--- src/rtl/loader_pkg.sv ---
// ----------------------------------------------------------------------------
// loader_pkg
//   Shared definitions for the instruction-memory loader:
//     - loader_state_e : FSM state encoding for instr_loader
//     - MSB_FIRST      : byte order of each word inside a frame
//     - COUNT_MIN      : smallest legal word count in the COUNT byte
//     - bytes_per_word : stream symbols per instruction word
// ----------------------------------------------------------------------------
package loader_pkg;

    typedef enum logic [2:0] {
        IDLE,
        COUNT,
        DATA,
        WRITE,
        CHECK,
        DONE,
        ERROR
    } loader_state_e;

    // The first byte of a word on the stream is its most-significant byte.
    localparam bit MSB_FIRST = 1'b1;

    // A frame must carry at least one word.
    localparam int COUNT_MIN = 1;

    function automatic int bytes_per_word(input int instr_width, input int byte_width);
        return instr_width / byte_width;
    endfunction

endpackage

--- src/rtl/word_assembler.sv ---
// ----------------------------------------------------------------------------
// word_assembler
//   Packs stream bytes into one instruction word.
//   Ports:
//     clk, rst     : clock, asynchronous active-low reset
//     clear        : synchronous clear of word register and byte counter
//     shift_en     : accept in_byte this cycle
//     in_byte      : incoming stream symbol
//     word         : word register (complete after the last byte is shifted)
//     last_byte    : the byte being offered now completes the word
// ----------------------------------------------------------------------------
module word_assembler
    import loader_pkg::*;
#(
    parameter int INSTR_WIDTH = 32,
    parameter int BYTE_WIDTH  = 8
) (
    input  logic                   clk,
    input  logic                   rst,
    input  logic                   clear,
    input  logic                   shift_en,
    input  logic [BYTE_WIDTH-1:0]  in_byte,
    output logic [INSTR_WIDTH-1:0] word,
    output logic                   last_byte
);

    localparam int BPW   = bytes_per_word(INSTR_WIDTH, BYTE_WIDTH);
    localparam int CNT_W = (BPW > 1) ? $clog2(BPW) : 1;
    localparam logic [CNT_W-1:0] LAST_IDX = CNT_W'(BPW - 1);

    logic [CNT_W-1:0]       byte_cnt;
    logic [INSTR_WIDTH-1:0] byte_ext;
    logic [INSTR_WIDTH-1:0] word_next;

    assign byte_ext  = INSTR_WIDTH'(in_byte);
    assign last_byte = (byte_cnt == LAST_IDX);

    // NOTE: both branches assign word_next, so no latch is inferred.
    always_comb begin
        if (MSB_FIRST) begin
            word_next = (word << BYTE_WIDTH) | byte_ext;
        end else begin
            word_next = (word >> BYTE_WIDTH) | (byte_ext << (INSTR_WIDTH - BYTE_WIDTH));
        end
    end

    // NOTE: sequential state uses non-blocking assignments so every register
    // samples pre-edge values regardless of statement order.
    always_ff @(posedge clk or negedge rst) begin
        if (!rst) begin
            word     <= '0;
            byte_cnt <= '0;
        end else if (clear) begin
            word     <= '0;
            byte_cnt <= '0;
        end else if (shift_en) begin
            word     <= word_next;
            byte_cnt <= last_byte ? '0 : byte_cnt + 1'b1;
        end
    end

endmodule

--- src/rtl/instr_loader.sv ---
// ----------------------------------------------------------------------------
// instr_loader
//   Writer side of the core's instruction memory. Receives a framed byte
//   stream (COUNT, N words MSB-first, CHECK = XOR of data bytes), writes each
//   assembled word to the memory write port and keeps the core in reset
//   until a complete, checksum-verified program is stored.
//   Ports:
//     clk, rst          : clock, asynchronous active-low reset
//     i_start           : begin a load (honoured in IDLE, DONE, ERROR)
//     i_byte, i_valid   : stream symbol and its valid
//     o_ready           : loader accepts i_byte this cycle
//     o_write_enable    : instruction memory write strobe
//     o_write_select    : instruction memory address
//     o_write_data      : instruction word
//     o_cpu_hold        : drives core reset while high
//     o_done, o_error   : frame verified / frame rejected
//     o_words_loaded    : words written in the current frame
// ----------------------------------------------------------------------------
module instr_loader
    import loader_pkg::*;
#(
    parameter int INSTR_WIDTH  = 32,
    parameter int NUM_INSTR    = 11,
    parameter int BYTE_WIDTH   = 8,
    localparam int INSTR_SELECT = $clog2(NUM_INSTR)
) (
    input  logic                    clk,
    input  logic                    rst,
    input  logic                    i_start,
    input  logic [BYTE_WIDTH-1:0]   i_byte,
    input  logic                    i_valid,
    output logic                    o_ready,
    output logic                    o_write_enable,
    output logic [INSTR_SELECT-1:0] o_write_select,
    output logic [INSTR_WIDTH-1:0]  o_write_data,
    output logic                    o_cpu_hold,
    output logic                    o_done,
    output logic                    o_error,
    output logic [INSTR_SELECT:0]   o_words_loaded
);

    localparam int WC_W = INSTR_SELECT + 1;
    localparam logic [BYTE_WIDTH-1:0] COUNT_MIN_B = BYTE_WIDTH'(COUNT_MIN);
    localparam logic [BYTE_WIDTH-1:0] COUNT_MAX_B = BYTE_WIDTH'(NUM_INSTR);

    loader_state_e          state;
    logic [WC_W-1:0]        word_cnt;
    logic [WC_W-1:0]        word_cnt_inc;
    logic [WC_W-1:0]        n_words;
    logic [BYTE_WIDTH-1:0]  checksum;
    logic                   xfer;
    logic                   start_ok;
    logic                   asm_clear;
    logic                   asm_shift;
    logic                   last_byte;
    logic [INSTR_WIDTH-1:0] asm_word;

    assign xfer         = i_valid && o_ready;
    assign start_ok     = i_start && (state == IDLE || state == DONE || state == ERROR);
    assign asm_shift    = xfer && (state == DATA);
    // The byte counter restarts for every word; WRITE is the hand-off point.
    assign asm_clear    = start_ok || (state == WRITE);
    assign word_cnt_inc = word_cnt + 1'b1;

    word_assembler #(
        .INSTR_WIDTH (INSTR_WIDTH),
        .BYTE_WIDTH  (BYTE_WIDTH)
    ) u_word_assembler (
        .clk       (clk),
        .rst       (rst),
        .clear     (asm_clear),
        .shift_en  (asm_shift),
        .in_byte   (i_byte),
        .word      (asm_word),
        .last_byte (last_byte)
    );

    // The word counter doubles as write address and progress count; the
    // assembled word is stable for the whole WRITE cycle.
    assign o_write_select = word_cnt[INSTR_SELECT-1:0];
    assign o_write_data   = asm_word;
    assign o_words_loaded = word_cnt;

    // Outputs are registered alongside the state so they change on the same
    // edge that enters the state they belong to. o_cpu_hold drops only on
    // the edge into DONE, after the last word has already been written.
    always_ff @(posedge clk or negedge rst) begin
        if (!rst) begin
            state          <= IDLE;
            o_ready        <= 1'b0;
            o_write_enable <= 1'b0;
            o_done         <= 1'b0;
            o_error        <= 1'b0;
            o_cpu_hold     <= 1'b1;
            word_cnt       <= '0;
            n_words        <= '0;
            checksum       <= '0;
        end else begin
            o_write_enable <= 1'b0;
            case (state)
                IDLE, DONE, ERROR: begin
                    if (i_start) begin
                        state      <= COUNT;
                        o_ready    <= 1'b1;
                        o_done     <= 1'b0;
                        o_error    <= 1'b0;
                        o_cpu_hold <= 1'b1;
                        word_cnt   <= '0;
                        n_words    <= '0;
                        checksum   <= '0;
                    end
                end
                COUNT: begin
                    if (xfer) begin
                        if (i_byte < COUNT_MIN_B || i_byte > COUNT_MAX_B) begin
                            state   <= ERROR;
                            o_ready <= 1'b0;
                            o_error <= 1'b1;
                        end else begin
                            n_words <= WC_W'(i_byte);
                            state   <= DATA;
                        end
                    end
                end
                DATA: begin
                    if (xfer) begin
                        checksum <= checksum ^ i_byte;
                        if (last_byte) begin
                            state          <= WRITE;
                            o_ready        <= 1'b0;
                            o_write_enable <= 1'b1;
                        end
                    end
                end
                WRITE: begin
                    word_cnt <= word_cnt_inc;
                    o_ready  <= 1'b1;
                    state    <= (word_cnt_inc == n_words) ? CHECK : DATA;
                end
                CHECK: begin
                    if (xfer) begin
                        o_ready <= 1'b0;
                        if (i_byte == checksum) begin
                            state      <= DONE;
                            o_done     <= 1'b1;
                            o_cpu_hold <= 1'b0;
                        end else begin
                            state   <= ERROR;
                            o_error <= 1'b1;
                        end
                    end
                end
                default: begin
                    state   <= IDLE;
                    o_ready <= 1'b0;
                end
            endcase
        end
    end

endmodule
--- config.mk ---
export PLATFORM = sky130hd
export DESIGN_NAME = instr_loader
export DESIGN_NICKNAME = d
export VERILOG_FILES = /design/src/rtl/loader_pkg.sv /design/src/rtl/word_assembler.sv /design/src/rtl/instr_loader.sv
export SDC_FILE = /design/constraint.sdc
export NUM_CORES = 1
export LEC_CHECK = 0
export BUFFER_PORTS_ARGS = -buffer_cell sky130_fd_sc_hd__buf_2
export CAP_MARGIN = 10
export CORE_MARGIN = 8
export CORE_UTILIZATION = 51
export CTS_BUF_LIST = sky130_fd_sc_hd__clkbuf_4
export CTS_CLUSTER_SIZE = 20
export DETAILED_ROUTE_END_ITERATION = 7
export PLACE_DENSITY = 0.86
export SLEW_MARGIN = 20
export SYNTH_ARGS = -nofsm -noshare
export SYNTH_HDL_FRONTEND = slang
export SYNTH_SLANG_ARGS = --single-unit
--- constraint.sdc ---
create_clock -name clk -period 2.1 [get_ports clk]
set_clock_uncertainty 0.15 [all_clocks]
set_input_delay 0.21 -clock clk [delete_from_list [all_inputs] [get_ports clk]]
set_output_delay 0.21 -clock clk [all_outputs]
set_load 0.005 [all_outputs]
==> results.sh, run 1 <==
export IMPL_crit_family="buffers and inverters"
export IMPL_initial_utilization_pct=53.4
export IMPL_ir_worst_vdd_v=0.000634
export IMPL_yosys_area_top_type="dfrtp_1"
export IMPL_final_setup_worst_slack_ps=51.8
export IMPL_area_growth_pct=20.5
export IMPL_path_max_fanout=5
export IMPL_setup_viol=0
export IMPL_utilization_pct=64.3
export IMPL_netlist_cell_type_count=46
export IMPL_grt_usage_pct=17.8
export IMPL_status="finished, final reports clean"
export IMPL_clock_root_buffer="clkbuf_4"
export IMPL_placed_cell_area_um2=3310
export IMPL_slew_headroom_pct=57.0
export IMPL_drcViolationCount=0
export IMPL_routedWlPerCell_um=15.7
export IMPL_n_antenna_cell=0
export IMPL_cp_end_kind="register"
export IMPL_leakage_nw=1.69
export IMPL_place_ws_ps=83.8
export IMPL_drive_above_1_share_pct=24.6
export IMPL_synth_seq_cells=60
export IMPL_clk_pin_slew_ps=100
export IMPL_min_period_ps=2050
export IMPL_synth_edf_count=0
export IMPL_ys_seq_area_share_pct=50.8
export IMPL_gp_congestion=0.871
export IMPL_numCtsBuffers=9
export IMPL_switching_power_w=0.00197
export IMPL_swShare_pct=42.2
export IMPL_fp_row_count=27
export IMPL_final_hold_violation_count=0
export IMPL_synth_area_leaders="dfrtp_1, nand2_1, a21oi_1, o21ai_0, xor2_1"
export IMPL_portBuffers=57
export IMPL_cp_arrival_ps=2230
export IMPL_period_share_pct=97.5
export IMPL_comb_power_share_pct=45.1
export IMPL_cts_tree="done"
export IMPL_synth_area_per_cell_um2=9.13
export IMPL_p_per_area_nw_per_um2=1310
export IMPL_antenna_found_initial=0
export IMPL_wl_um=7320
export IMPL_die_h_um=92.1
export IMPL_power_w=0.00466
export IMPL_dp_hpwl_um=5060
export IMPL_yosysWarningCount=0
export IMPL_synth_top_flop_cell="dfrtp_1"
export IMPL_hold_class="in -> reg"
export IMPL_viasPerCell=5.46
export IMPL_synthCells=324
export IMPL_slowest_stage="dlygate4sd3_1"
export IMPL_drtIter0Drc=247
export IMPL_required_ps=2280
export IMPL_synth_top_area_share_pct=49.9
export IMPL_clock_fmax_mhz=488
export IMPL_synth_most_common_cell="nand2_1"
export IMPL_grt_pass1_wl_um=12300
export IMPL_seqPwrFrac_pct=37.4
export IMPL_nets=404
export IMPL_drv_slew=0
export IMPL_p_int_w=0.00269
export IMPL_grt_max_degree=44
export IMPL_drv_cap=0
export IMPL_fin_area_um2=3560
export IMPL_design_die_area_um2=8490
export IMPL_io_pins=58
export IMPL_cts_sinks=60
export IMPL_core_um2=5540
export IMPL_critPathBufInv=2
export IMPL_clk_latency_ps=420
export IMPL_p_clk_share_pct=17.4
export IMPL_die_w_um=92.1
export IMPL_synth_top_cells_by_count="nand2_1, dfrtp_1, a21oi_1"
export IMPL_htreeDepth=3
export IMPL_grt_pass1_vias=2502
export IMPL_syn_num_nets=338
export IMPL_ys_async_sr_fraction_pct=100
export IMPL_worst_pin_slew_ps=645
export IMPL_grt_overflow=0
export IMPL_cts_max_path_buffers=2
export IMPL_drtPass1Iterations=4
export IMPL_vias=2551
export IMPL_crit_type="in -> reg"
export IMPL_cp_start_kind="primary input"
export IMPL_netlist_area_um2=2960
export IMPL_ant_nets=0
export IMPL_worstPathCellList="dlygate4sd3_1 -> buf_2 -> or4_1 -> a211oi_2 -> nand2_2 -> a22oi_4 -> mux2i_1"
export IMPL_slowest_delay_ps=530
-- final timing paths --
check / endpoint / cells past startpoint / startpoint / slack, ps
min: checksum[4] / 4 / i_byte[4] / 40
min in group asynchronous: u_word_assembler.word[1] / 2 / rst / 200
max in group asynchronous: o_write_enable / 3 / rst / 1000
max: n_words[3] / 7 / i_byte[5] / 50
max reg2reg: checksum[2] / 6 / state[0] / 110
min reg2reg: o_error / 1 / o_error / 350
-- area by class of cell --
type,count,area (um^2)
Inverter,7,26.3
Timing Repair Buffer,77,495
Tap cell,72,90.1
Clock inverter,6,63.8
Multi-Input combinational cell,235,1310
Sequential cell,60,1500
Fill cell,462,1980
Clock buffer,10,75.1
-- sequential cells by signal, indices dropped and copies added (netlist names) --
register / count
u_word_assembler.word: 32
checksum: 8
n_words: 5
o_words_loaded: 5
state: 3
u_word_assembler.byte_cnt: 2
o_cpu_hold: 1
o_done: 1
o_error: 1
o_ready: 1
o_write_enable: 1
-- stage by stage --
stage / hold slack (ps) / TNS [ps] / cells
3_5_place_dp: 110 / 0 / 441
6_report: 43.2 / 0 / 467
4_1_cts: 25.2 / 0 / 466
5_1_grt: 24.3 / -41.9 / 467
2_1_floorplan: -236 / 0 / 324
3_3_place_gp: 109 / 0 / 441
-- power by group through the flow --
| stage | logic (W) | registers [W] | clock network [W] |
|---|---|---|---|
| finish | 0.00210 | 0.00174 | 0.000813 |
| global route | 0.00232 | 0.00178 | 0.000884 |
| detailed placement | 0.00203 | 0.00176 | 0 |
| CTS | 0.00206 | 0.00174 | 0.000830 |
| global placement | 0.00196 | 0.00174 | 0 |
| floorplan | 0.00140 | 0.00172 | 0 |
-- metal layers --
layer	vias up	wire length (um)	track usage (%)
met2	91	3710	28.4
met4	0	124	6.98
met3	12	457	6.03
met1	1220	3030	21.6
li1	1228	-	-
met5	-	0	0
-- what timing repair did --
item	in CTS	in global routing
resized for setup	1	2
setup endpoints to repair	1	6
gates cloned	0	0
hold endpoints to repair	44	0
buffers inserted	0	1
hold buffers	9	0
pin swaps	0	2
-- worst register-to-register path, cell delays in order (launching register included) --
cell and delay (ps):
dfrtp_1 420, or3b_4 450, or2_1 280, buf_12 190
nor2_1 150, o21ai_0 130, o21ai_0 130
-- cells in the final DEF (no fill, tap or decap), types with 3 or more instances in the layout --
cell type,n
buf_12,3
nor2b_1,5
xnor2_1,5
nand3_1,4
dlygate4sd3_1,9
o21ai_0,26
nand2b_1,4
nor2_1,15
a21oi_1,37
dfrtp_1,59
xor2_1,13
nand2_1,80
nor4_1,4
buf_4,8
o21a_1,4
inv_1,7
mux2i_1,5
buf_2,57
clkbuf_4,10
-- cells by family (layout without fill, tap and decap cells) --
kind of cell               after synthesis  after routing  share of synthesized area (%)
and+or+nand+nor                        129            129                           19.8
DFF                                     60             60                           50.8
buffers and inverters                   29            100                           5.46
adders and majority gates                2              2                          0.846
muxes                                    6              6                           2.07
xor gates and xnor gates                18             18                           5.33
AOI/OAI and AO/OA                       80             80                           15.7
Power figures use the tool's default switching activity.
==> inputs of run 2 (changes only) <==
--- a/config.mk
+++ b/config.mk
@@ -8,11 +8,12 @@
 export BUFFER_PORTS_ARGS = -buffer_cell sky130_fd_sc_hd__buf_2
 export CAP_MARGIN = 10
 export CORE_MARGIN = 8
-export CORE_UTILIZATION = 51
+export CORE_UTILIZATION = 50
 export CTS_BUF_LIST = sky130_fd_sc_hd__clkbuf_4
 export CTS_CLUSTER_SIZE = 20
 export DETAILED_ROUTE_END_ITERATION = 7
-export PLACE_DENSITY = 0.86
+export GPL_TIMING_DRIVEN = 0
+export PLACE_DENSITY = 0.84
 export SLEW_MARGIN = 20
 export SYNTH_ARGS = -nofsm -noshare
 export SYNTH_HDL_FRONTEND = slang
==> constraint.sdc (replaced) <==
create_clock -name clk -period 2.1 [get_ports clk]
set_clock_uncertainty 0.15 [all_clocks]
set_input_delay 0.42 -clock clk [delete_from_list [all_inputs] [get_ports clk]]
set_output_delay 0.42 -clock clk [all_outputs]
set_load 0.005 [all_outputs]
==> run 2 against run 1 <==
  * Worst hold slack improved by 110 ps
  * Core utilization down 2.8 points
  * Power grew 4.4%
  * Design area is 0.46% higher
  * Count of clock-buffer cells in the layout down 1
  * Sequential share of layout area down 0.16 points
  * Via count increased by 2.9%
  * Maximum frequency shrank 0.45%
  * Non-clock buffer count increased by 4
  * Critical path depth shrank 1
  * Global-route usage shrank 0.83 points
  * Critical endpoint is now state[1]
==> results.sh, run 2 (synthesis gave the netlist of run 1 again) <==
export IMPL_wirelength_met1_um=3330
export IMPL_top_register="u_word_assembler.word"
export IMPL_worstPathCellList="ha_1 -> nand3_1 -> xor2_2 -> xor2_1 -> nand3_1 -> a221o_1"
export IMPL_fp_row_count=28
export IMPL_drive_above_1_share_pct=28.3
export IMPL_hold_class="in -> reg"
export IMPL_reg_top3="u_word_assembler.word (32), checksum (8)"
export IMPL_crit_family="flip-flops"
export IMPL_final_hold_violation_count=0
export IMPL_cts_max_path_buffers=2
export IMPL_min_period_ps=2060
export IMPL_p_clk_share_pct=17.3
export IMPL_routedWlPerCell_um=16.1
export IMPL_worst_r2r_cell_count=6
export IMPL_r2r_end="state[1]"
export IMPL_n_antenna_cell=0
export IMPL_clk_pin_slew_ps=120
export IMPL_clock_root_buffer="clkbuf_4"
export IMPL_antenna_found_initial=0
export IMPL_vias=2624
export IMPL_status="finished, final reports clean"
export IMPL_routed_top_layer="met4"
export IMPL_viasPerCell=5.54
export IMPL_grt_pass1_wl_um=11800
export IMPL_wl_met2_um=3720
export IMPL_cp_end_kind="register"
export IMPL_crit_type="reg -> reg"
export IMPL_swShare_pct=42.9
export IMPL_grt_pass1_vias=2398
export IMPL_ir_worst_vdd_v=0.000686
export IMPL_cts_sinks=60
export IMPL_io_pins=58
export IMPL_drcViolationCount=0
export IMPL_worst_pin_slew_ps=753
export IMPL_hold_end="u_word_assembler.word[6]"
export IMPL_gp_congestion=0.882
export IMPL_seqPwrFrac_pct=36.1
export IMPL_design_die_area_um2=8630
export IMPL_dp_hpwl_um=5140
export IMPL_slew_headroom_pct=49.8
export IMPL_final_common_cell="nand2_1"
export IMPL_die_w_um=92.9
export IMPL_path_max_fanout=7
export IMPL_comb_power_share_pct=46.6
export IMPL_area_growth_pct=21.0
export IMPL_clock_fmax_mhz=486
export IMPL_instances_no_fill=474
export IMPL_numCtsBuffers=9
export IMPL_hp_start="i_byte[6]"
export IMPL_largest_reg_flops=32
export IMPL_cp_arrival_ps=2210
export IMPL_drtPass1Iterations=5
export IMPL_drtIter0Drc=238
export IMPL_slowest_delay_ps=480
export IMPL_crit_top_cell="nand3_1"
export IMPL_dp_cells=456
export IMPL_grt_max_degree=61
export IMPL_period_share_pct=98.0
export IMPL_cp_start_kind="register"
export IMPL_wl_met3_um=412
export IMPL_wl_um=7630
export IMPL_holdPathStages=3
export IMPL_ant_nets=0
export IMPL_cts_tree="done"
export IMPL_required_ps=2250
export IMPL_leakage_nw=1.70
export IMPL_final_cell_mix="nand2_1, buf_2, dfrtp_1, a21oi_1, o21ai_0"
export IMPL_p_int_w=0.00278
export IMPL_r2r_slack_ps=40
export IMPL_setup_viol=0
export IMPL_die_h_um=92.9
export IMPL_switching_power_w=0.00209
export IMPL_initial_utilization_pct=50.8
export IMPL_drv_slew=0
export IMPL_drv_cap=0
export IMPL_crit_start="o_words_loaded[0]"
export IMPL_portBuffers=57
export IMPL_grt_usage_pct=17.0
export IMPL_core_um2=5820
export IMPL_htreeDepth=3
export IMPL_worstReg2RegStart="o_words_loaded[0]"
export IMPL_nets=408
export IMPL_p_per_area_nw_per_um2=1360
export IMPL_slowest_stage="dfrtp_2"
export IMPL_grt_overflow=0
export IMPL_clk_latency_ps=410
export IMPL_utilization_pct=61.5
export IMPL_setup_tns_ps=0
export IMPL_critPathBufInv=0
==> run 2: how the worst max path moves through the flow <==
| stage | endpoint | cells past startpoint |
|---|---|---|
| 2_1_floorplan | n_words[0] | 5 |
| 3_3_place_gp | n_words[1] | 6 |
| 3_5_place_dp | n_words[0] | 6 |
| 4_1_cts | u_word_assembler.byte_cnt[0] | 8 |
| 5_1_grt | u_word_assembler.byte_cnt[0] | 9 |
| 6_report | state[1] | 6 |
==> run 2: worst min-delay path, stage by stage <==
cell and delay [ps]:
buf_2 140, nand2_1 60, a21oi_1 50
==> run 2: timing repair <==
| action | in CTS | in global routing |
|---|---|---|
| endpoints found under the setup margin | 30 | 39 |
| setup buffers | 0 | 1 |
| hold endpoints to repair | 59 | 0 |
| hold buffers | 1 | 0 |
| pin swaps | 0 | 4 |
| resized for setup | 5 | 27 |
==> run 2: metrics by stage <==
stage	power [W]	hold WS [ps]	setup slack, ps	instance area (um^2)
3_5_place_dp	0.00378	328	-211	3340
4_1_cts	0.00466	137	24.8	3510
5_1_grt	0.00517	162	-38.0	3580
3_3_place_gp	0.00371	321	-158	3340
6_report	0.00487	148	42.5	3580
2_1_floorplan	0.00312	-25.6	161	2960
==> run 2: final cells by class <==
| cell class | count | area (um^2) |
|---|---|---|
| Buffer | 22 | 160 |
| Clock buffer | 9 | 67.6 |
| Clock inverter | 7 | 77.6 |
| Fill cell | 500 | 2240 |
| Inverter | 7 | 26.3 |
| Multi-Input combinational cell | 235 | 1340 |
| Sequential cell | 60 | 1500 |
| Tap cell | 75 | 93.8 |
| Timing Repair Buffer | 59 | 305 |
==> run 2: layer usage <==
metal / vias to the layer above / global-route usage [%]
li1: 1237 / -
met1: 1273 / 23.0
met2: 99 / 25.1
met3: 15 / 3.64
met4: 0 / 8.46
met5: - / 0
==> run 2: power by group through the flow <==
stage	logic [W]	clock network (W)	registers, W
2_1_floorplan	0.00140	0	0.00172
3_3_place_gp	0.00196	0	0.00174
3_5_place_dp	0.00203	0	0.00175
4_1_cts	0.00208	0.000843	0.00173
5_1_grt	0.00248	0.000895	0.00179
6_report	0.00227	0.000840	0.00176
==> inputs of run 3 (changes only) <==
--- a/config.mk
+++ b/config.mk
@@ -13,7 +13,7 @@
 export CTS_CLUSTER_SIZE = 20
 export DETAILED_ROUTE_END_ITERATION = 7
 export GPL_TIMING_DRIVEN = 0
-export PLACE_DENSITY = 0.84
+export PLACE_DENSITY_LB_ADDON = 0.15
 export SLEW_MARGIN = 20
 export SYNTH_ARGS = -nofsm -noshare
 export SYNTH_HDL_FRONTEND = slang
==> constraint.sdc (replaced) <==
create_clock -name clk -period 2.13 [get_ports clk]
set_clock_uncertainty 0.15 [all_clocks]
set_input_delay 0.426 -clock clk [delete_from_list [all_inputs] [get_ports clk]]
set_output_delay 0.426 -clock clk [all_outputs]
set_load 0.005 [all_outputs]
==> run 3 against run 2 <==
  * Non-clock buffer count decreased by 1
  * Final cell count decreased by 0.21%
  * Global-route usage increased by 0.76 points
  * Core utilization decreased by 1.0 points
  * Via count decreased by 5.2%
  * Sequential power decreased by 3%
  * Critical path depth increased by 1
  * Combinational power decreased by 7%
  * Critical path type unchanged
==> results.sh, run 3 (synthesis gave the netlist of run 1 again) <==
export IMPL_required_ps=2280
export IMPL_drive_above_1_share_pct=26.6
export IMPL_dp_cells=456
export IMPL_routedWlPerCell_um=15.5
export IMPL_area_growth_pct=19.0
export IMPL_p_per_area_nw_per_um2=1310
export IMPL_worst_hold_slack_ps=137
export IMPL_crit_type="reg -> reg"
export IMPL_drv_slew=0
export IMPL_cp_start_kind="register"
export IMPL_setup_tns_ps=0
export IMPL_cts_max_path_buffers=2
export IMPL_leakage_nw=1.68
export IMPL_vias=2487
export IMPL_n_antenna_cell=0
export IMPL_die_w_um=92.9
export IMPL_period_share_pct=94.9
export IMPL_final_cell_mix="nand2_1, buf_2, dfrtp_1, a21oi_1, o21ai_0"
export IMPL_final_common_cell="nand2_1"
export IMPL_place_ws_ps=-201
export IMPL_slew_headroom_pct=48.8
export IMPL_clock_fmax_mhz=495
export IMPL_status="finished, final reports clean"
export IMPL_seqCellArea_um2=1500
export IMPL_drtPass1Iterations=4
export IMPL_clk_latency_ps=410
export IMPL_portBuffers=57
export IMPL_drcViolationCount=0
export IMPL_design_die_area_um2=8630
export IMPL_final_setup_worst_slack_ps=110
export IMPL_rsz0062_at_grt="no"
export IMPL_drv_cap=0
export IMPL_cts_sinks=60
export IMPL_cts_tree="done"
export IMPL_r2r_slack_ps=110
export IMPL_grt_usage_pct=17.7
export IMPL_largest_reg_flops=32
export IMPL_top_register="u_word_assembler.word"
export IMPL_cp_end_kind="register"
export IMPL_antenna_found_initial=0
export IMPL_power_w=0.00463
export IMPL_drtIter0Drc=133
export IMPL_min_period_ps=2020
export IMPL_final_hold_violation_count=0
export IMPL_core_um2=5820
export IMPL_grt_pass1_wl_um=12100
export IMPL_setup_viol=0
export IMPL_ir_worst_vdd_v=0.000752
export IMPL_path_max_fanout=10
export IMPL_multi_input_area_um2=1310
export IMPL_cp_arrival_ps=2170
export IMPL_htreeDepth=3
export IMPL_grt_pass1_vias=2376
export IMPL_instances_no_fill=473
export IMPL_viasPerCell=5.26
export IMPL_initial_utilization_pct=50.8
export IMPL_hold_class="in -> reg"
export IMPL_fill_cells=535
export IMPL_fp_row_count=28
export IMPL_dp_hpwl_um=5220
export IMPL_gp_congestion=0.817
export IMPL_nets=407
export IMPL_grt_overflow=0
export IMPL_grt_max_degree=61
export IMPL_die_h_um=92.9
export IMPL_clock_root_buffer="clkbuf_4"
export IMPL_reg_top3="u_word_assembler.word (32), checksum (8)"
export IMPL_worst_pin_slew_ps=767
export IMPL_wl_um=7320
export IMPL_clk_pin_slew_ps=110
export IMPL_ant_nets=0
export IMPL_io_pins=58
export IMPL_numCtsBuffers=9
run 3: cell count changes in the layout (fill, tap and decap cells not counted), sizes merged:
cell / previous run / this run
buf: 75 / 74
run 3: worst paths after layout:
kind                                                   to        start  cells after the start
worst max-delay path                             state[1]     state[2]                      7
worst max register to register                   state[1]     state[2]                      7
worst min-delay path             u_word_assembler.word[4]    i_byte[4]                      3
worst min register to register                checksum[3]  checksum[3]                      1
max in group asynchronous               o_words_loaded[0]          rst                      2
min in group asynchronous       u_word_assembler.word[27]          rst                      2
run 3: critical path, cell delays in order (launching register included):
cell	delay, ps
dfrtp_1	370
buf_2	160
buf_2	190
and3_1	150
o21ai_0	180
nand4_1	200
and4_1	260
a221o_1	250
run 3: repair_timing:
| action | CTS | global route |
|---|---|---|
| hold endpoints to repair | 59 | 0 |
| setup buffers | 0 | 1 |
| gates resized for setup | 4 | 6 |
| setup endpoints to repair | 25 | 39 |
| hold buffers | 1 | 0 |
| pin swaps | 0 | 1 |
run 3: metal layers:
| metal | vias to the layer above | global-route usage, % | share of wire [%] |
|---|---|---|---|
| met3 | 9 | 3.96 | 4.3 |
| met2 | 48 | 26.3 | 46 |
| met1 | 1201 | 24.0 | 48 |
| met5 | - | 0 | 0 |
| met4 | 0 | 8.59 | 1.4 |
| li1 | 1229 | - | - |
run 3: power breakdown:
group	leakage [nW]	switching [W]	internal [W]
Combinational	0.804	0.00125	0.000853
Clock	0.0761	0.000462	0.000362
Sequential	0.804	0.000260	0.00144
run 3: cell type report:
cell class / count / share of cell area [%]
Sequential cell: 60 / 42.7
Multi-Input combinational cell: 235 / 37.2
Timing Repair Buffer: 59 / 8.68
Buffer: 21 / 3.81
Tap cell: 75 / 2.67
Clock inverter: 7 / 2.20
Clock buffer: 9 / 1.92
Inverter: 7 / 0.747
run 3: stage by stage:
| stage | utilization, % | instance area, um^2 |
|---|---|---|
| global route | 60.5 | 3520 |
| finish | 60.5 | 3520 |
| detailed placement | 57.4 | 3340 |
| floorplan | - | 2960 |
| global placement | 57.4 | 3340 |
| CTS | 60.2 | 3500 |
